## config.mk

```make
export PLATFORM = sky130hd
export DESIGN_NAME = fighter_action_fsm_flat
export DESIGN_NICKNAME = d
export VERILOG_FILES = /design/src/rtl/fighter_action_fsm_if.sv /design/src/rtl/fighter_action_fsm.sv /design/src/flat_wrapper.sv
export SDC_FILE = /design/constraint.sdc
export NUM_CORES = 1
export LEC_CHECK = 0
export CAP_MARGIN = 0
export CORE_UTILIZATION = 53
export CTS_CLUSTER_DIAMETER = 200
export DETAILED_ROUTE_END_ITERATION = 16
export PLACE_DENSITY = 0.89
export SKIP_LAST_GASP = 1
export SYNTH_ARGS = -nofsm -noshare
export SYNTH_HDL_FRONTEND = slang
export SYNTH_SLANG_ARGS = --single-unit
```

## constraint.sdc

```tcl
create_clock -name Clk -period 2.5 [get_ports Clk]
set_clock_uncertainty 0.1 [all_clocks]
set_input_delay 0.75 -clock Clk [delete_from_list [all_inputs] [get_ports Clk]]
set_output_delay 0.75 -clock Clk [all_outputs]
set_load 0.005 [all_outputs]
```

## src/rtl/fighter_action_fsm_if.sv

```systemverilog
// Signal bundle between the keyboard/vsync front end and the fighter action FSM.
// Handshake: frame_tick is a one-Clk strobe with no ready/backpressure, keys are levels,
// and every output is a level that holds until the next frame_tick or reset.
interface fighter_action_fsm_if;
    logic       frame_tick;
    logic       punch_key;
    logic       jump_key;
    logic       punch;
    logic       jump;
    logic [7:0] jump_offset;
    logic       busy;
    logic [1:0] punch_state;
    logic [1:0] jump_state;

    modport master (
        output frame_tick, punch_key, jump_key,
        input  punch, jump, jump_offset, busy, punch_state, jump_state
    );

    modport slave (
        input  frame_tick, punch_key, jump_key,
        output punch, jump, jump_offset, busy, punch_state, jump_state
    );
endinterface

```

## src/rtl/fighter_action_fsm.sv

```systemverilog
// Turns punch/jump key levels into frame-timed punch/jump flags and a jump height.
// Punch and jump are independent sub-FSMs; both advance only on frame_tick.
module fighter_action_fsm #(
    parameter int PUNCH_FRAMES    = 8,
    parameter int COOLDOWN_FRAMES = 4,
    parameter int JUMP_HEIGHT     = 32,
    parameter int JUMP_STEP       = 4
) (
    input  logic                 Clk,
    input  logic                 Reset_n,
    fighter_action_fsm_if.slave  bus
);

    localparam int CNT_MAX = (PUNCH_FRAMES > COOLDOWN_FRAMES) ? PUNCH_FRAMES : COOLDOWN_FRAMES;
    localparam int CW      = $clog2(CNT_MAX + 1);

    localparam logic [CW-1:0] PUNCH_LAST = CW'(PUNCH_FRAMES - 1);
    localparam logic [CW-1:0] COOL_LAST  = CW'(COOLDOWN_FRAMES - 1);
    localparam logic [CW-1:0] CNT_ONE    = CW'(1);
    localparam logic [7:0]    STEP_B     = 8'(JUMP_STEP);
    localparam logic [7:0]    HEIGHT_B   = 8'(JUMP_HEIGHT);

    typedef enum logic [1:0] {
        P_IDLE   = 2'd0,
        P_ACTIVE = 2'd1,
        P_COOL   = 2'd2
    } p_state_t;

    typedef enum logic [1:0] {
        J_GROUND = 2'd0,
        J_RISE   = 2'd1,
        J_FALL   = 2'd2
    } j_state_t;

    p_state_t      p_state, p_state_d;
    j_state_t      j_state, j_state_d;
    logic [CW-1:0] pcnt, pcnt_d;
    logic          punch_q, punch_d;
    logic          jump_q, jump_d;
    logic [7:0]    offset_q, offset_d;
    logic          punch_req, punch_req_d;
    logic          jump_req, jump_req_d;
    logic          pkey_q, jkey_q;
    logic          punch_press, jump_press;
    logic [7:0]    offset_up, offset_dn;

    assign punch_press = bus.punch_key & ~pkey_q;
    assign jump_press  = bus.jump_key  & ~jkey_q;
    assign offset_up   = offset_q + STEP_B;
    assign offset_dn   = offset_q - STEP_B;

    always_ff @(posedge Clk) begin
        if (!Reset_n) begin
            p_state   <= P_IDLE;
            j_state   <= J_GROUND;
            pcnt      <= '0;
            punch_q   <= 1'b0;
            jump_q    <= 1'b0;
            offset_q  <= 8'd0;
            punch_req <= 1'b0;
            jump_req  <= 1'b0;
            // Keys held through reset must not look like a fresh press.
            pkey_q    <= 1'b1;
            jkey_q    <= 1'b1;
        end else begin
            p_state   <= p_state_d;
            j_state   <= j_state_d;
            pcnt      <= pcnt_d;
            punch_q   <= punch_d;
            jump_q    <= jump_d;
            offset_q  <= offset_d;
            punch_req <= punch_req_d;
            jump_req  <= jump_req_d;
            pkey_q    <= bus.punch_key;
            jkey_q    <= bus.jump_key;
        end
    end

    // Punch: request latch plus ACTIVE/COOL frame counter.
    always_comb begin
        p_state_d   = p_state;
        pcnt_d      = pcnt;
        punch_d     = punch_q;
        punch_req_d = punch_req;
        if (punch_press && p_state == P_IDLE) begin
            punch_req_d = 1'b1;
        end
        if (bus.frame_tick) begin
            case (p_state)
                P_IDLE: begin
                    // Only a request latched before this tick can start the punch.
                    if (punch_req) begin
                        p_state_d   = P_ACTIVE;
                        punch_d     = 1'b1;
                        pcnt_d      = PUNCH_LAST;
                        punch_req_d = 1'b0;
                    end
                end
                P_ACTIVE: begin
                    if (pcnt == '0) begin
                        p_state_d = P_COOL;
                        punch_d   = 1'b0;
                        pcnt_d    = COOL_LAST;
                    end else begin
                        pcnt_d = pcnt - CNT_ONE;
                    end
                end
                P_COOL: begin
                    if (pcnt == '0) begin
                        p_state_d = P_IDLE;
                    end else begin
                        pcnt_d = pcnt - CNT_ONE;
                    end
                end
                default: begin
                    p_state_d = P_IDLE;
                    punch_d   = 1'b0;
                    pcnt_d    = '0;
                end
            endcase
        end
    end

    // Jump: symmetric rise/fall arc in JUMP_STEP increments.
    always_comb begin
        j_state_d  = j_state;
        jump_d     = jump_q;
        offset_d   = offset_q;
        jump_req_d = jump_req;
        if (jump_press && j_state == J_GROUND) begin
            jump_req_d = 1'b1;
        end
        if (bus.frame_tick) begin
            case (j_state)
                J_GROUND: begin
                    if (jump_req) begin
                        // A one-step arc peaks immediately and goes straight to falling.
                        j_state_d  = (STEP_B == HEIGHT_B) ? J_FALL : J_RISE;
                        jump_d     = 1'b1;
                        offset_d   = STEP_B;
                        jump_req_d = 1'b0;
                    end
                end
                J_RISE: begin
                    offset_d = offset_up;
                    if (offset_up == HEIGHT_B) begin
                        j_state_d = J_FALL;
                    end
                end
                J_FALL: begin
                    offset_d = offset_dn;
                    if (offset_dn == 8'd0) begin
                        j_state_d = J_GROUND;
                        jump_d    = 1'b0;
                    end
                end
                default: begin
                    j_state_d = J_GROUND;
                    jump_d    = 1'b0;
                    offset_d  = 8'd0;
                end
            endcase
        end
    end

    assign bus.punch       = punch_q;
    assign bus.jump        = jump_q;
    assign bus.jump_offset = offset_q;
    assign bus.busy        = (p_state != P_IDLE) || (j_state != J_GROUND);
    assign bus.punch_state = p_state;
    assign bus.jump_state  = j_state;

endmodule

```

## src/flat_wrapper.sv

```systemverilog
// flat-port wrapper written by rule: the top's interface ports become plain ports
module fighter_action_fsm_flat 
#(
    parameter int PUNCH_FRAMES    = 8,
    parameter int COOLDOWN_FRAMES = 4,
    parameter int JUMP_HEIGHT     = 32,
    parameter int JUMP_STEP       = 4
)
  (Clk, Reset_n, bus_frame_tick, bus_punch_key, bus_jump_key, bus_punch, bus_jump, bus_jump_offset, bus_busy, bus_punch_state, bus_jump_state);
  fighter_action_fsm_if bus_i ();
  input  logic Clk;
  input  logic Reset_n;
  input wire logic [$bits(bus_i.frame_tick)-1:0] bus_frame_tick;
  input wire logic [$bits(bus_i.punch_key)-1:0] bus_punch_key;
  input wire logic [$bits(bus_i.jump_key)-1:0] bus_jump_key;
  output wire logic [$bits(bus_i.punch)-1:0] bus_punch;
  output wire logic [$bits(bus_i.jump)-1:0] bus_jump;
  output wire logic [$bits(bus_i.jump_offset)-1:0] bus_jump_offset;
  output wire logic [$bits(bus_i.busy)-1:0] bus_busy;
  output wire logic [$bits(bus_i.punch_state)-1:0] bus_punch_state;
  output wire logic [$bits(bus_i.jump_state)-1:0] bus_jump_state;
  assign bus_i.frame_tick = bus_frame_tick;
  assign bus_i.punch_key = bus_punch_key;
  assign bus_i.jump_key = bus_jump_key;
  assign bus_punch = bus_i.punch;
  assign bus_jump = bus_i.jump;
  assign bus_jump_offset = bus_i.jump_offset;
  assign bus_busy = bus_i.busy;
  assign bus_punch_state = bus_i.punch_state;
  assign bus_jump_state = bus_i.jump_state;
  fighter_action_fsm #(.PUNCH_FRAMES(PUNCH_FRAMES), .COOLDOWN_FRAMES(COOLDOWN_FRAMES), .JUMP_HEIGHT(JUMP_HEIGHT), .JUMP_STEP(JUMP_STEP)) u_core (.Clk(Clk), .Reset_n(Reset_n), .bus(bus_i));
endmodule
```

; Word-level counts from Yosys, hierarchy flattened
; Index checks and enable logic that the tools add are counted.
[op_classes]
n_addsub = 3
n_eq_ne = 12
muxes = 28
bitwise = 6
n_reduce_logical = 15
[op_table]
columns = cell, count
row1 = $pmux 8 s3, 1
row2 = $reduce_and 4->1, 4
row3 = $mux 1, 12
row4 = $mux 2, 6
row5 = $mux 4, 3
row6 = $ne 2x1->1 const B, 6
row7 = $pmux 2 s3, 2
row8 = $pmux 4 s3, 1
row9 = $add 8x3->8 const B, 1
row10 = $eq 8x6->1 const B, 1
row11 = $logic_not 8->1, 1
row12 = $mux 8, 1
row13 = $sub 8x3->8 const B, 1
row14 = $pmux 1 s3, 2
row15 = $eq 2x1->1 const B, 2
row16 = $eq 2x2->1 const B, 2
row17 = $logic_not 2->1, 2
row18 = $logic_not 4->1, 1
row19 = $not 1->1, 4
row20 = $reduce_bool 2->1, 2
row21 = $sub 4x1->4 const B, 1
row22 = $reduce_and 3->1, 1
row23 = $and 1x1->1, 2
row24 = $logic_and 1x1->1, 2
row25 = other kinds (3), 3
[word_totals]
reg_bits = 22
input_bits = 5
output_inout_bits = 15
word_cells = 74

; Logic depth before layout (Yosys ltp)
; Gate-level depths: netlist (run 1).
[logic_depth]
word_depth = 7
ltp_mapped = 8
depth_no_buf = 7

; Worst setup path before layout (run 1)
; OpenSTA, ideal clock, no wires.
[synth_path]
path_kind = input -> register
startpoint = input bus_frame_tick
endpoint = register u_core.j_state[0] (netlist: u_core.bus.jump_state[0])
setup_time_ns = 0.072
arrival_time_ns = 1.969
t_required_ns = 2.328
path_slack_ns = 0.360
stages = 6
n_path_buf = 1
cell_sequence = buf_4 > o31a_1 > nand2_1 > a221o_1 > a211oi_4 > mux2i_1
[synth_between]
elab_chain_cells = 1
[synth_lines]
columns = item, line
row1 = start: declaration, flat_wrapper.sv:13  ; input wire logic [$bits(bus_i.frame_tick)-1:0] bus_frame_tick;
row2 = $reduce_and 4->1 (no source line), --
row3 = end signal: assignment, fighter_action_fsm.sv:67  ; j_state <= j_state_d;
row4 = end: declaration, fighter_action_fsm.sv:36  ; j_state_t j_state, j_state_d;
; Every way passes these cells.
; A chain may end at the register's enable or synchronous reset.

; Worst setup path in the final report (run 1)
[layout_path]
startpoint = register u_core.offset_q[2] (netlist: u_core.bus.jump_offset[2])
endpoint = output bus_jump_offset[2]
[layout_rtl]
columns = item, line
row1 = start: declaration, fighter_action_fsm.sv:40  ; logic [7:0] offset_q, offset_d;
row2 = start signal: assignment, fighter_action_fsm.sv:71  ; offset_q <= offset_d;
row3 = end: declaration, flat_wrapper.sv:18  ; output wire logic [$bits(bus_i.jump_offset)-1:0] bus_jump_offset;
; No word-level cell between the ends.

==> impl_results.html, run 1 <==
<table>
<tr><th>Metric</th><th>Value</th></tr>
<tr><th colspan="2">Run status</th></tr>
<tr><td>Outcome</td><td>finished clean</td></tr>
<tr><th colspan="2">Power</th></tr>
<tr><td>Final total power</td><td>about 790 uW</td></tr>
<tr><td>Sequential share of power</td><td>a little under half</td></tr>
<tr><td>Power per cell area</td><td>515 nW/um^2</td></tr>
<tr><td>Max VDD drop</td><td>roughly 430 uV</td></tr>
<tr><td>Fraction of power spent switching nets</td><td>between 30% and 40%</td></tr>
<tr><td>Combinational share of power</td><td>about 29%</td></tr>
<tr><td>Clk pwr share</td><td>23.7%</td></tr>
<tr><td>P_sw</td><td>about 250 uW</td></tr>
<tr><td>Leak</td><td>approximately 0.57 nW</td></tr>
<tr><td>Internal power consumption</td><td>539 uW</td></tr>
<tr><th colspan="2">Final layout</th></tr>
<tr><td>Most used cells in the layout excluding fill and tap cells</td><td>20 x sky130_fd_sc_hd__dfxtp_1, 19 x sky130_fd_sc_hd__nand2_1, 17 x sky130_fd_sc_hd__clkdlybuf4s50_1</td></tr>
<tr><td>Layout Cells excl Fill</td><td>~210</td></tr>
<tr><td>Fraction of layout instances using a drive strength above 1</td><td>8.89%</td></tr>
<tr><td>Most frequent standard cell in the layout excluding fill and tap cells</td><td>sky130_fd_sc_hd__dfxtp_1</td></tr>
<tr><td>Number of nets at the end of the flow</td><td>roughly 190</td></tr>
<tr><td>Filler Cells Inserted</td><td>between 150 and 200</td></tr>
<tr><td>Antenna diode count</td><td>0</td></tr>
<tr><td>Area overhead of the layout relative to synthesis</td><td>17.8%</td></tr>
<tr><th colspan="2">Clocking</th></tr>
<tr><td>Cells resized by post-CTS repair</td><td>0</td></tr>
<tr><td>Post-CTS setup-driven buffer insertion count</td><td>0</td></tr>
<tr><td>Clock latency on the worst-skew pair</td><td>0.30 ns</td></tr>
<tr><td># H-tree levels</td><td>1</td></tr>
<tr><td>Clock tree from TritonCTS</td><td>done</td></tr>
<tr><td>CTS clk-pin slew, worst paths</td><td>about 0.11 ns</td></tr>
<tr><td>Number of buffers on the longest clock path</td><td>2</td></tr>
<tr><td>Clock root buffer</td><td>sky130_fd_sc_hd__clkbuf_4</td></tr>
<tr><td>CTS Buf Count</td><td>3</td></tr>
<tr><td>Clock Sinks</td><td>20</td></tr>
<tr><td>Total of hold buffers inserted after clock tree synthesis</td><td>0</td></tr>
<tr><th colspan="2">Critical path</th></tr>
<tr><td>Slowest cell delay on critical path</td><td>~0.65 ns</td></tr>
<tr><td>Slowest-stage cell, CP</td><td>sky130_fd_sc_hd__dfxtp_1</td></tr>
<tr><td>Critical Setup Path Class</td><td>flip-flop to output pin</td></tr>
<tr><td>Top cell family by delay on the critical path</td><td>flip-flops</td></tr>
<tr><td>Kind of launch point of the worst setup path</td><td>flip-flop</td></tr>
<tr><td>Count of cell instances traversed by the critical path</td><td>1</td></tr>
<tr><td>CP cell instances</td><td>clkdlybuf4s50_1</td></tr>
<tr><td>Capturing element type of the critical path</td><td>output pin</td></tr>
<tr><td>Arrival time of data at the critical path endpoint</td><td>roughly 1.5 ns</td></tr>
<tr><td>Req. time, crit path</td><td>1.65 ns</td></tr>
<tr><td>R2R depth</td><td>7</td></tr>
<tr><td>CP Max Fanout</td><td>14</td></tr>
<tr><td>Buffering stage count on the worst path with inverters included</td><td>1</td></tr>
<tr><th colspan="2">Yosys</th></tr>
<tr><td>Post-Synthesis Cells</td><td>163</td></tr>
<tr><td>Async set or reset register ratio after synthesis</td><td>0%</td></tr>
<tr><td>Post-synth EDFFs</td><td>0</td></tr>
<tr><td>Area share of the largest cell type after synthesis</td><td>between 30% and 40%</td></tr>
<tr><td>Flop and latch count out of synthesis</td><td>20</td></tr>
<tr><td>Area of the mapped netlist</td><td>1300 sq um</td></tr>
<tr><td>Yosys Warn Count</td><td>0</td></tr>
<tr><td>Cell taking the most area after synthesis</td><td>sky130_fd_sc_hd__dfxtp_1</td></tr>
<tr><td>Top cells by area, synth</td><td>sky130_fd_sc_hd__dfxtp_1 31%, sky130_fd_sc_hd__nand2_1 5.5%, sky130_fd_sc_hd__ha_1 4.8%, sky130_fd_sc_hd__a21oi_1 4.6%, sky130_fd_sc_hd__nor2_1 3.8%</td></tr>
<tr><td>Proportion of synthesized chip area in sequential cells</td><td>30.9%</td></tr>
<tr><td>Leading register cell type out of synthesis</td><td>sky130_fd_sc_hd__dfxtp_1</td></tr>
<tr><td>Syn avg cell area</td><td>between 7 and 8 sq um</td></tr>
<tr><td>Number of distinct library cell variants in the gate-level netlist after synthesis</td><td>48</td></tr>
<tr><th colspan="2">Routing</th></tr>
<tr><td>Antenna viol nets, final</td><td>0</td></tr>
<tr><td>Number of design-rule violations left by the first detailed-router iteration</td><td>30</td></tr>
<tr><td>Detailed-routing iteration count for the pre-antenna-repair pass</td><td>5</td></tr>
<tr><td>DRC</td><td>0</td></tr>
<tr><td>Routed len/inst</td><td>14.8 um</td></tr>
<tr><td>Via-per-instance ratio</td><td>6.05</td></tr>
<tr><td>Sum of routed wire length over all layers</td><td>roughly 3100 um</td></tr>
<tr><td>Via count</td><td>about 1,300</td></tr>
<tr><th colspan="2">Die</th></tr>
<tr><td>Core box area</td><td>2250 sq um</td></tr>
<tr><td>Die Wd</td><td>just over 50 um</td></tr>
<tr><td>Die Y</td><td>a little over 50 um</td></tr>
<tr><td>Site Rows</td><td>17</td></tr>
<tr><td>Die Footprint</td><td>2650 sq um</td></tr>
<tr><td>Initial Utilization</td><td>about 58%</td></tr>
<tr><td>Count of boundary I/O pins</td><td>20</td></tr>
<tr><th colspan="2">Global route</th></tr>
<tr><td>Number of global-route vias before repair</td><td>1,174</td></tr>
<tr><td>Antenna violations before repair</td><td>0</td></tr>
<tr><td>First-pass GRT wire length</td><td>about 5100 um</td></tr>
<tr><td>Global routing usage summed across all routing layers</td><td>between 20% and 30%</td></tr>
<tr><td>Congestion Overflow GR</td><td>0</td></tr>
<tr><td>Maximum number of pins on one net before global-route repair</td><td>15</td></tr>
<tr><th colspan="2">STA</th></tr>
<tr><td>Achievable frequency</td><td>0.418 GHz</td></tr>
<tr><td>Normalized max-slew margin</td><td>between 50% and 60%</td></tr>
<tr><td>RSZ-0062 raised after global routing</td><td>false</td></tr>
<tr><td>Final critical-path required period</td><td>2.39 ns</td></tr>
<tr><td>Worst Max-Slew Pin Slew</td><td>between 0.6 and 0.7 ns</td></tr>
<tr><td>Number of hold violations in the final report</td><td>0</td></tr>
<tr><td>Post-route fraction of the period consumed by the critical path</td><td>a little over nine tenths</td></tr>
<tr><td>Max-slew violation count</td><td>0</td></tr>
<tr><td>Final-report setup violation count</td><td>0</td></tr>
<tr><th colspan="2">Job</th></tr>
<tr><td># Max-Cap Violations</td><td>0</td></tr>
<tr><th colspan="2">Place</th></tr>
<tr><td>PortBufs</td><td>17</td></tr>
<tr><td>Detailed placement HPWL</td><td>about 2200 um</td></tr>
<tr><td>Final weighted congestion in routability-driven placement</td><td>0.910</td></tr>
<tr><td>Placed Cells incl. Taps</td><td>~200</td></tr>
<tr><th colspan="2">Worst hold path</th></tr>
<tr><td>Worst min-delay path class</td><td>flip-flop to flip-flop</td></tr>
<tr><td>Worst hold path stage count</td><td>2</td></tr>
</table>
==> metal layers <==
metal	up-vias	part of all wire, %	wire [um]	global-route usage, %
li1	622	-	-	-
met1	586	43	1340	29.8
met2	44	52	1590	47.2
met3	6	3.2	98	1.79
met4	0	1.7	52	10.8
met5	-	0	0	0
==> sequential cells by signal, summed over array words and instances, names as in the netlist <==
name	flops
u_core.bus.jump	1
u_core.bus.jump_offset	6
u_core.bus.jump_state	2
u_core.bus.punch	1
u_core.bus.punch_state	2
u_core.jkey_q	1
u_core.jump_req	1
u_core.pcnt	4
u_core.pkey_q	1
u_core.punch_req	1
==> logic make-up after synthesis <==
logic type	Yosys count	share of synthesized area (%)
simple gates	60	23.8
compound gates	50	27.6
flops	20	30.9
buf+inv	20	7.43
fa+ha+maj	6	5.59
mux	4	3.09
xor+xnor	2	1.35
other cells	1	0.289
==> power by group through the flow <==
stage                     registers (mW)  logic, mW  clock network (mW)
after floorplan                    0.365      0.156                   0
after global placement             0.378      0.215                   0
after detailed placement           0.380      0.221                   0
after CTS                          0.373      0.224               0.193
after global routing               0.377      0.248               0.206
final                              0.374      0.226               0.187
==> area by class of cell <==
type	instances	area (sq um)	area share, %
multi-input cells	124	805	52.6
flip-flops and latches	20	400	26.2
repair buffers	24	223	14.6
clock buffers	4	36.3	2.37
well taps	28	35.0	2.29
inverters	8	30.0	1.96
==> worst min-delay path: stages, from the launching register on <==
cell	delay, ns
sky130_fd_sc_hd__dfxtp_1	0.35
sky130_fd_sc_hd__inv_1	0.06
sky130_fd_sc_hd__a221oi_1	0.07
==> cells in the mapped netlist, types with 2 or more instances <==
cell	count
sky130_fd_sc_hd__o31ai_1	2
sky130_fd_sc_hd__inv_1	7
sky130_fd_sc_hd__a21o_1	2
sky130_fd_sc_hd__nand2_1	19
sky130_fd_sc_hd__buf_2	5
sky130_fd_sc_hd__nand3_1	3
sky130_fd_sc_hd__mux2i_1	4
sky130_fd_sc_hd__nor3_1	5
sky130_fd_sc_hd__nor3b_2	2
sky130_fd_sc_hd__ha_1	5
sky130_fd_sc_hd__buf_4	4
sky130_fd_sc_hd__a32oi_1	3
sky130_fd_sc_hd__nand3b_1	3
sky130_fd_sc_hd__clkbuf_1	3
sky130_fd_sc_hd__nor2b_1	4
sky130_fd_sc_hd__nor2_1	13
sky130_fd_sc_hd__o21ai_0	9
sky130_fd_sc_hd__nand2b_1	4
sky130_fd_sc_hd__a21oi_1	12
sky130_fd_sc_hd__dfxtp_1	20
sky130_fd_sc_hd__o31a_1	2
sky130_fd_sc_hd__a211oi_1	4
sky130_fd_sc_hd__a31oi_1	3
==> through the flow <==
step | cell area [sq um] | utilization (%) | setup TNS [ns] | hold WS (ns) | worst slack (ns)
after floorplan | 1300 | - | 0 | 0.363 | 0.360
after global placement | 1490 | 66.2 | 0 | 0.384 | 0.0168
after CTS | 1530 | 67.8 | 0 | 0.420 | 0.109
after global routing | 1530 | 67.8 | 0 | 0.455 | 0.0407
final | 1530 | 67.8 | 0 | 0.423 | 0.110
after detailed placement | 1490 | 66.2 | -0.136 | 0.383 | -0.0559
==> path summary, 6_finish.rpt <==
path / slack [ns] / start / end
hold / removal: 0.42 / u_core.bus.jump / u_core.bus.jump
setup reg to reg: 0.15 / u_core.bus.jump_offset[2] / u_core.bus.jump_state[0]
setup / recovery: 0.11 / u_core.bus.jump_offset[2] / bus_jump_offset[2]
hold reg to reg: 0.42 / u_core.bus.jump / u_core.bus.jump
Power figures use the tool's default switching activity.
==> run 2: changes to the inputs <==
--- a/config.mk
+++ b/config.mk
@@ -9,7 +9,7 @@
 export CORE_UTILIZATION = 53
 export CTS_CLUSTER_DIAMETER = 200
 export DETAILED_ROUTE_END_ITERATION = 16
-export PLACE_DENSITY = 0.89
+export PLACE_DENSITY = 0.75
 export SKIP_LAST_GASP = 1
 export SYNTH_ARGS = -nofsm -noshare
 export SYNTH_HDL_FRONTEND = slang
==> run 2 against run 1 <==
Effect of this change:
- die area did not move
- hold slack got worse by 0.031 ns
- final cell count rose by 1.9%
- power fell by 3.8%
- core utilization rose by 1.1 points
- worst setup slack improved by 0.019 ns
- clock-buffer cell count fell by 1
- first-iteration DRC count fell by 23%
- non-clock buffer count rose by 5
- critical path type unchanged
- largest power group unchanged
- highest routed layer unchanged
==> impl_results.html, run 2 (same netlist as run 1, synthesis figures left out) <==
<table>
<tr><th>Metric</th><th>Value</th></tr>
<tr><th colspan="2">Run status</th></tr>
<tr><td>Outcome</td><td>finished clean</td></tr>
<tr><th colspan="2">STA</th></tr>
<tr><td>RSZ-0062 raised after global routing</td><td>false</td></tr>
<tr><td>Final worst setup slack</td><td>0.129 ns (+0.0191 ns)</td></tr>
<tr><td>Post-route fraction of the period consumed by the critical path</td><td>94.8% (-0.76 points)</td></tr>
<tr><td>Normalized max-slew margin</td><td>65.6% (+12 points)</td></tr>
<tr><td>Max-slew violation count</td><td>0 (unchanged)</td></tr>
<tr><td>Number of hold violations in the final report</td><td>0 (unchanged)</td></tr>
<tr><td>Final-report setup violation count</td><td>0 (unchanged)</td></tr>
<tr><td>Final critical-path required period</td><td>2.37 ns (-0.0191 ns)</td></tr>
<tr><td>Achievable frequency</td><td>0.422 GHz (+0.81%)</td></tr>
<tr><td>Post-route setup TNS</td><td>0 ns (unchanged)</td></tr>
<tr><td>Worst Max-Slew Pin Slew</td><td>0.513 ns (-0.181 ns)</td></tr>
<tr><th colspan="2">Global route</th></tr>
<tr><td>Global routing usage summed across all routing layers</td><td>24.9% (-0.68 points)</td></tr>
<tr><td>Busiest metal layer after global routing</td><td>met2</td></tr>
<tr><td>Antenna violations before repair</td><td>0 (unchanged)</td></tr>
<tr><td>Met1 Usage GRT</td><td>26.5% (-3.3 points)</td></tr>
<tr><td>Maximum number of pins on one net before global-route repair</td><td>15 (unchanged)</td></tr>
<tr><td>Met3 track demand over resource</td><td>4.46% (+2.7 points)</td></tr>
<tr><td>Number of global-route vias before repair</td><td>1,128 (-3.9%)</td></tr>
<tr><td>Met2 track utilization from global routing</td><td>46.8% (-0.43 points)</td></tr>
<tr><td>Congestion Overflow GR</td><td>0 (unchanged)</td></tr>
<tr><td>First-pass GRT wire length</td><td>4890 um (-4.4%)</td></tr>
<tr><th colspan="2">Clocking</th></tr>
<tr><td>Clock latency on the worst-skew pair</td><td>0.30 ns (about the same)</td></tr>
<tr><td># H-tree levels</td><td>1 (unchanged)</td></tr>
<tr><td>CTS clk-pin slew, worst paths</td><td>0.10 ns (about the same)</td></tr>
<tr><td>Clock root buffer</td><td>sky130_fd_sc_hd__clkbuf_4</td></tr>
<tr><td>Clock tree from TritonCTS</td><td>done</td></tr>
<tr><td>Post-CTS setup-driven buffer insertion count</td><td>0 (unchanged)</td></tr>
<tr><td>CTS Buf Count</td><td>3 (unchanged)</td></tr>
<tr><td>Number of buffers on the longest clock path</td><td>2 (unchanged)</td></tr>
<tr><td>Clock Sinks</td><td>20 (unchanged)</td></tr>
<tr><th colspan="2">Critical path</th></tr>
<tr><td>CP cell instances</td><td>nor2_1 &gt; nand2_1 &gt; clkdlybuf4s50_1</td></tr>
<tr><td>Capturing element type of the critical path</td><td>output pin</td></tr>
<tr><td>Arrival time of data at the critical path endpoint</td><td>1.52 ns (-0.02 ns)</td></tr>
<tr><td>Critical Setup Path Class</td><td>flip-flop to output pin</td></tr>
<tr><td>Slowest-stage cell, CP</td><td>sky130_fd_sc_hd__clkdlybuf4s50_1</td></tr>
<tr><td>Req. time, crit path</td><td>1.65 ns (about the same)</td></tr>
<tr><td>Slowest cell delay on critical path</td><td>0.45 ns (-0.20 ns)</td></tr>
<tr><td>CP Max Fanout</td><td>12 (-2)</td></tr>
<tr><td>Kind of launch point of the worst setup path</td><td>flip-flop</td></tr>
<tr><td>Buffering stage count on the worst path with inverters included</td><td>1 (unchanged)</td></tr>
<tr><td>Top cell family by delay on the critical path</td><td>buffers and inverters</td></tr>
<tr><th colspan="2">Final layout</th></tr>
<tr><td>Fraction of layout instances using a drive strength above 1</td><td>11.4% (+2.5 points)</td></tr>
<tr><td>Number of nets at the end of the flow</td><td>196 (+2.6%)</td></tr>
<tr><td>Filler Cells Inserted</td><td>195 (+4.3%)</td></tr>
<tr><td>Largest register FFs</td><td>6 (unchanged)</td></tr>
<tr><td>Area overhead of the layout relative to synthesis</td><td>19.8%</td></tr>
<tr><td>Layout Cells excl Fill</td><td>212 (+1.9%)</td></tr>
<tr><td>Core occupancy in the finished layout</td><td>68.9% (+1.1 points)</td></tr>
<tr><td>Antenna diode count</td><td>0 (unchanged)</td></tr>
<tr><td>Most used cells in the layout excluding fill and tap cells</td><td>19 x sky130_fd_sc_hd__nand2_1, 19 x sky130_fd_sc_hd__dfxtp_1, 17 x sky130_fd_sc_hd__clkdlybuf4s50_1</td></tr>
<tr><th colspan="2">Place</th></tr>
<tr><td>Detailed placement HPWL</td><td>2150 um (-1.1%)</td></tr>
<tr><td>PortBufs</td><td>17 (unchanged)</td></tr>
<tr><td>Worst setup slack before clock tree synthesis</td><td>-0.0660 ns (-0.0101 ns)</td></tr>
<tr><td>Placed Cells incl. Taps</td><td>209 (+2.5%)</td></tr>
<tr><td>Final weighted congestion in routability-driven placement</td><td>0.856 (-6.0%)</td></tr>
<tr><th colspan="2">Die</th></tr>
<tr><td>Die Y</td><td>51.5 um (unchanged)</td></tr>
<tr><td>Die Wd</td><td>51.5 um (unchanged)</td></tr>
<tr><td>Core box area</td><td>2250 sq um (unchanged)</td></tr>
<tr><td>Die Footprint</td><td>2650 sq um (unchanged)</td></tr>
<tr><td>Count of boundary I/O pins</td><td>20 (unchanged)</td></tr>
<tr><td>Initial Utilization</td><td>57.5% (unchanged)</td></tr>
<tr><td>Site Rows</td><td>17 (unchanged)</td></tr>
<tr><th colspan="2">Routing</th></tr>
<tr><td>Antenna viol nets, final</td><td>0 (unchanged)</td></tr>
<tr><td>Routed len/inst</td><td>13.7 um (-7.3%)</td></tr>
<tr><td>Detailed-routing iteration count for the pre-antenna-repair pass</td><td>4 (-1)</td></tr>
<tr><td>Sum of routed wire length over all layers</td><td>2910 um (-5.5%)</td></tr>
<tr><td>Number of design-rule violations left by the first detailed-router iteration</td><td>23 (-23%)</td></tr>
<tr><td>Via-per-instance ratio</td><td>5.83 (-3.7%)</td></tr>
<tr><td>DRC</td><td>0 (unchanged)</td></tr>
<tr><td>Via count</td><td>1,235 (-1.8%)</td></tr>
<tr><th colspan="2">Power</th></tr>
<tr><td>Max VDD drop</td><td>345 uV (-20%)</td></tr>
<tr><td>Leak</td><td>0.592 nW (+3.3%)</td></tr>
<tr><td>Power per cell area</td><td>487 nW/um^2 (-5.4%)</td></tr>
<tr><td>Final total power</td><td>757 uW (-3.8%)</td></tr>
<tr><th colspan="2">Worst hold path</th></tr>
<tr><td>Worst min-delay path class</td><td>flip-flop to flip-flop</td></tr>
<tr><th colspan="2">Job</th></tr>
<tr><td># Max-Cap Violations</td><td>0 (unchanged)</td></tr>
</table>
-- run 2: power by group --
group	total, mW	internal (mW)	switching (mW)
Clock	0.150	0.0562	0.0936
Sequential	0.363	0.341	0.0220
Combinational	0.244	0.119	0.124
Total	0.757	0.517	0.240
-- run 2: repair_timing --
item	CTS	global route
gates resized for setup	0	1
endpoints found under the setup margin	0	1
hold buffers	0	0
-- run 2: worst register-to-register path: stages (launching register included) --
cell	delay, ns
sky130_fd_sc_hd__dfxtp_1	0.61
sky130_fd_sc_hd__and3_1	0.23
sky130_fd_sc_hd__nand3_1	0.10
sky130_fd_sc_hd__a221o_1	0.41
sky130_fd_sc_hd__a211oi_4	0.36
sky130_fd_sc_hd__mux2i_1	0.23
-- run 2: path summary, 6_finish.rpt --
path                              from                       end  slack (ns)  cells after the start
max reg2reg  u_core.bus.jump_offset[4]  u_core.bus.jump_state[1]        0.40                      5
max          u_core.bus.punch_state[0]                  bus_busy        0.13                      3
min                    u_core.bus.jump           u_core.bus.jump        0.39                      2
min reg2reg            u_core.bus.jump           u_core.bus.jump        0.39                      2
-- run 2: routing by layer --
| layer | up-vias | wire, um |
|---|---|---|
| li1 | 628 | - |
| met1 | 574 | 1260 |
| met2 | 28 | 1510 |
| met3 | 5 | 98 |
| met4 | 0 | 41 |
| met5 | - | 0 |
-- run 2: through the flow --
step | cell area, sq um | hold slack [ns]
CTS | 1550 | 0.398
detailed placement | 1530 | 0.380
floorplan | 1300 | 0.363
global route | 1550 | 0.407
global placement | 1530 | 0.374
finish | 1550 | 0.392
-- run 2: layout make-up --
cell class / count / area [sq um] / area share (%)
clock buffers: 3 / 22.5 / 1.45
inverters: 8 / 30.0 / 1.93
multi-input cells: 124 / 805 / 51.8
flip-flops and latches: 20 / 402 / 25.8
well taps: 28 / 35.0 / 2.25
repair buffers: 29 / 260 / 16.7
==> run 3: changes to the inputs <==
--- a/config.mk
+++ b/config.mk
@@ -6,10 +6,11 @@
 export NUM_CORES = 1
 export LEC_CHECK = 0
 export CAP_MARGIN = 0
-export CORE_UTILIZATION = 53
+export CORE_UTILIZATION = 60
 export CTS_CLUSTER_DIAMETER = 200
 export DETAILED_ROUTE_END_ITERATION = 16
-export PLACE_DENSITY = 0.75
+export DONT_BUFFER_PORTS = 1
+export PLACE_DENSITY = 0.72
 export SKIP_LAST_GASP = 1
 export SYNTH_ARGS = -nofsm -noshare
 export SYNTH_HDL_FRONTEND = slang
==> run 3 against run 2 <==
Effect of this change:
- non-clock buffer count shrank 26
- global-route usage is 0.82 points higher
- fmax is 6.3% higher
- combinational power fell by 34%
- via count is 3.9% lower
- sequential share of layout area rose by 3.9 points
==> impl_results.html, run 3 (same netlist as run 1, synthesis figures left out) <==
<table>
<tr><th>Metric</th><th>Value</th></tr>
<tr><th colspan="2">Clocking</th></tr>
<tr><td>Post-CTS setup-driven buffer insertion count</td><td>0 (unchanged)</td></tr>
<tr><td>Clock latency on the worst-skew pair</td><td>0.30 ns (about the same)</td></tr>
<tr><td>Cells resized by post-CTS repair</td><td>0 (unchanged)</td></tr>
<tr><td>Total of hold buffers inserted after clock tree synthesis</td><td>0 (unchanged)</td></tr>
<tr><td>CTS Buf Count</td><td>3 (unchanged)</td></tr>
<tr><td>Clock Sinks</td><td>20 (unchanged)</td></tr>
<tr><td>CTS clk-pin slew, worst paths</td><td>0.12 ns (+0.02 ns)</td></tr>
<tr><td>Clock root buffer</td><td>sky130_fd_sc_hd__clkbuf_4</td></tr>
<tr><td>Clock tree from TritonCTS</td><td>done</td></tr>
<tr><td>Number of buffers on the longest clock path</td><td>2 (unchanged)</td></tr>
<tr><td># H-tree levels</td><td>1 (unchanged)</td></tr>
<tr><th colspan="2">Critical path</th></tr>
<tr><td>R2r setup slk</td><td>0.29 ns (-0.11 ns)</td></tr>
<tr><td>Critical R2R Capture</td><td>u_core.bus.jump_state[1]</td></tr>
<tr><td>Critical Setup Path Class</td><td>flip-flop to output pin</td></tr>
<tr><td>Count of cell instances traversed by the critical path</td><td>3 (unchanged)</td></tr>
<tr><td>R2R depth</td><td>7 (+2)</td></tr>
<tr><td>Req. time, crit path</td><td>1.65 ns (about the same)</td></tr>
<tr><td>Critical path destination</td><td>bus_busy</td></tr>
<tr><td>Slowest-stage cell, CP</td><td>sky130_fd_sc_hd__dfxtp_1</td></tr>
<tr><td>Arrival time of data at the critical path endpoint</td><td>1.38 ns (-0.14 ns)</td></tr>
<tr><td>Slowest cell delay on critical path</td><td>0.41 ns (-0.04 ns)</td></tr>
<tr><td>CP cell instances</td><td>buf_4 &gt; nor2_1 &gt; nand2_1</td></tr>
<tr><td>Capturing element type of the critical path</td><td>output pin</td></tr>
<tr><td>Kind of launch point of the worst setup path</td><td>flip-flop</td></tr>
<tr><td>Worst setup path startpoint</td><td>u_core.bus.jump_state[1]</td></tr>
<tr><td>CP Max Fanout</td><td>9 (-3)</td></tr>
<tr><td>Critical R2R Launch</td><td>u_core.bus.jump_offset[2]</td></tr>
<tr><td>Buffering stage count on the worst path with inverters included</td><td>1 (unchanged)</td></tr>
<tr><td>Top cell family by delay on the critical path</td><td>simple AND/OR/NAND/NOR gates</td></tr>
<tr><th colspan="2">STA</th></tr>
<tr><td>Achievable frequency</td><td>0.448 GHz (+6.3%)</td></tr>
<tr><td>Number of hold violations in the final report</td><td>0 (unchanged)</td></tr>
<tr><td>Final critical-path required period</td><td>2.23 ns (-0.141 ns)</td></tr>
<tr><td>Max-slew violation count</td><td>0 (unchanged)</td></tr>
<tr><td>Worst hold-check slack</td><td>0.410 ns (+0.0177 ns)</td></tr>
<tr><td>Final-report setup violation count</td><td>0 (unchanged)</td></tr>
<tr><td>Worst Max-Slew Pin Slew</td><td>0.765 ns (+0.252 ns)</td></tr>
<tr><td>Normalized max-slew margin</td><td>48.5% (-17 points)</td></tr>
<tr><td>Post-route setup TNS</td><td>0 ns (unchanged)</td></tr>
<tr><td>Post-route fraction of the period consumed by the critical path</td><td>89.2% (-5.6 points)</td></tr>
<tr><td>RSZ-0062 raised after global routing</td><td>false</td></tr>
<tr><td>Final worst setup slack</td><td>0.270 ns (+0.141 ns)</td></tr>
<tr><th colspan="2">Routing</th></tr>
<tr><td>Via-per-instance ratio</td><td>6.38 (+9.5%)</td></tr>
<tr><td>DRC</td><td>0 (unchanged)</td></tr>
<tr><td>Routed len/inst</td><td>15.1 um (+10%)</td></tr>
<tr><td>Post-Route M1 WL</td><td>1150 um (-8.4%)</td></tr>
<tr><td>Number of design-rule violations left by the first detailed-router iteration</td><td>43 (+87%)</td></tr>
<tr><td>Via count</td><td>1,187 (-3.9%)</td></tr>
<tr><td>Antenna viol nets, final</td><td>0 (unchanged)</td></tr>
<tr><td>Top Layer Used</td><td>met4</td></tr>
<tr><td>Routed wl met2</td><td>1430 um (-4.8%)</td></tr>
<tr><td>Metal3 WL</td><td>185 um (+89%)</td></tr>
<tr><td>Sum of routed wire length over all layers</td><td>2810 um (-3.3%)</td></tr>
<tr><td>Detailed-routing iteration count for the pre-antenna-repair pass</td><td>4 (unchanged)</td></tr>
<tr><th colspan="2">Final layout</th></tr>
<tr><td>Largest register FFs</td><td>6 (unchanged)</td></tr>
<tr><td>Core occupancy in the finished layout</td><td>67.1% (-1.8 points)</td></tr>
<tr><td>Most used cells in the layout excluding fill and tap cells</td><td>20 x sky130_fd_sc_hd__dfxtp_1, 19 x sky130_fd_sc_hd__nand2_1, 13 x sky130_fd_sc_hd__nor2_1</td></tr>
<tr><td>Area overhead of the layout relative to synthesis</td><td>3.57%</td></tr>
<tr><td>Layout Cells excl Fill</td><td>186 (-12%)</td></tr>
<tr><td>Fraction of layout instances using a drive strength above 1</td><td>7.55% (-3.9 points)</td></tr>
<tr><td>Final cell area excluding filler cells</td><td>1340 sq um (-14%)</td></tr>
<tr><td>Most frequent standard cell in the layout excluding fill and tap cells</td><td>sky130_fd_sc_hd__dfxtp_1</td></tr>
<tr><td>Antenna diode count</td><td>0 (unchanged)</td></tr>
<tr><td>Number of nets at the end of the flow</td><td>170 (-13%)</td></tr>
<tr><th colspan="2">Global route</th></tr>
<tr><td>Number of global-route vias before repair</td><td>1,032 (-8.5%)</td></tr>
<tr><td>First-pass GRT wire length</td><td>4710 um (-3.5%)</td></tr>
<tr><td>Antenna violations before repair</td><td>0 (unchanged)</td></tr>
<tr><td>Maximum number of pins on one net before global-route repair</td><td>15 (unchanged)</td></tr>
<tr><td>Congestion Overflow GR</td><td>0 (unchanged)</td></tr>
<tr><td>Global routing usage summed across all routing layers</td><td>25.7% (+0.82 points)</td></tr>
<tr><th colspan="2">Worst hold path</th></tr>
<tr><td>Worst min-delay path class</td><td>input port to flip-flop</td></tr>
<tr><th colspan="2">Die</th></tr>
<tr><td>Core box area</td><td>2000 sq um (-11%)</td></tr>
<tr><td>Initial Utilization</td><td>64.8% (+7.3 points)</td></tr>
<tr><td>Site Rows</td><td>16 (-1)</td></tr>
<tr><td>Die Wd</td><td>48.5 um (-5.8%)</td></tr>
<tr><td>Die Footprint</td><td>2350 sq um (-11%)</td></tr>
<tr><td>Count of boundary I/O pins</td><td>20 (unchanged)</td></tr>
<tr><td>Die Y</td><td>48.5 um (-5.8%)</td></tr>
<tr><th colspan="2">Power</th></tr>
<tr><td>Sequential share of power</td><td>47.4% (-0.6 points)</td></tr>
<tr><td>Internal power consumption</td><td>571 uW (+10%)</td></tr>
<tr><td>Combinational share of power</td><td>20.0% (-12 points)</td></tr>
<tr><td>Power per cell area</td><td>598 nW/um^2 (+23%)</td></tr>
<tr><td>P_sw</td><td>233 uW (-3.1%)</td></tr>
<tr><td>Fraction of power spent switching nets</td><td>29.0% (-2.8 points)</td></tr>
<tr><td>Leak</td><td>0.502 nW (-15%)</td></tr>
<tr><td>Clk pwr share</td><td>32.6% (+13 points)</td></tr>
<tr><td>Final total power</td><td>803 uW (+6.2%)</td></tr>
<tr><td>Max VDD drop</td><td>411 uV (+19%)</td></tr>
<tr><th colspan="2">Place</th></tr>
<tr><td>Placed Cells incl. Taps</td><td>182 (-13%)</td></tr>
<tr><td>PortBufs</td><td>0 (-17)</td></tr>
<tr><td>Worst setup slack before clock tree synthesis</td><td>0.326 ns (+0.392 ns)</td></tr>
<tr><td>Post-DP Area</td><td>1290 sq um (-16%)</td></tr>
<tr><td>Final weighted congestion in routability-driven placement</td><td>0.907 (+6.0%)</td></tr>
<tr><td>Detailed placement HPWL</td><td>2070 um (-3.6%)</td></tr>
<tr><th colspan="2">Run status</th></tr>
<tr><td>Outcome</td><td>finished clean</td></tr>
<tr><th colspan="2">Job</th></tr>
<tr><td># Max-Cap Violations</td><td>0 (unchanged)</td></tr>
</table>
## run 3: worst register-to-register path, delay by kind of cell (launching register included)
| family | cells | cell delay (ns) |
|---|---|---|
| compound gates | 2 | 0.51 |
| flops | 1 | 0.62 |
| mux | 2 | 0.36 |
| fa+ha+maj | 1 | 0.27 |
| simple gates | 1 | 0.18 |
| buf+inv | 1 | 0.12 |
## run 3: area by class of cell
cell class,count,area [sq um]
multi-input combinational,124,805
fill,176,658
sequential,20,400
tap,27,33.8
clock inverter,1,30.0
inverter,8,30.0
clock buffer,3,22.5
timing repair buffer,3,22.5
## run 3: how the worst min path moves through the flow
| stage | startpoint | to | slack, ns | depth (start not counted) |
|---|---|---|---|---|
| after global placement | u_core.bus.jump | u_core.bus.jump | 0.39 | 2 |
| after CTS | Reset_n | u_core.jkey_q | 0.40 | 1 |
| after global routing | Reset_n | u_core.jkey_q | 0.41 | 1 |
| final | Reset_n | u_core.jkey_q | 0.41 | 1 |
| after floorplan | u_core.bus.jump | u_core.bus.jump | 0.36 | 2 |
| after detailed placement | u_core.bus.jump | u_core.bus.jump | 0.39 | 2 |
## run 3: power by group through the flow
stage                     clock, mW  sequential, mW  combinational (mW)
final                         0.262           0.381               0.160
after global routing          0.275           0.386               0.179
after CTS                     0.269           0.380               0.160
after detailed placement          0           0.387               0.158
after global placement            0           0.387               0.155
after floorplan                   0           0.365               0.156
## run 3: per-layer routing
metal / track usage (%) / up-vias
li1: - / 577
met1: 29.3 / 559
met2: 45.3 / 45
met3: 6.92 / 6
met4: 10.3 / 0
met5: 0 / -
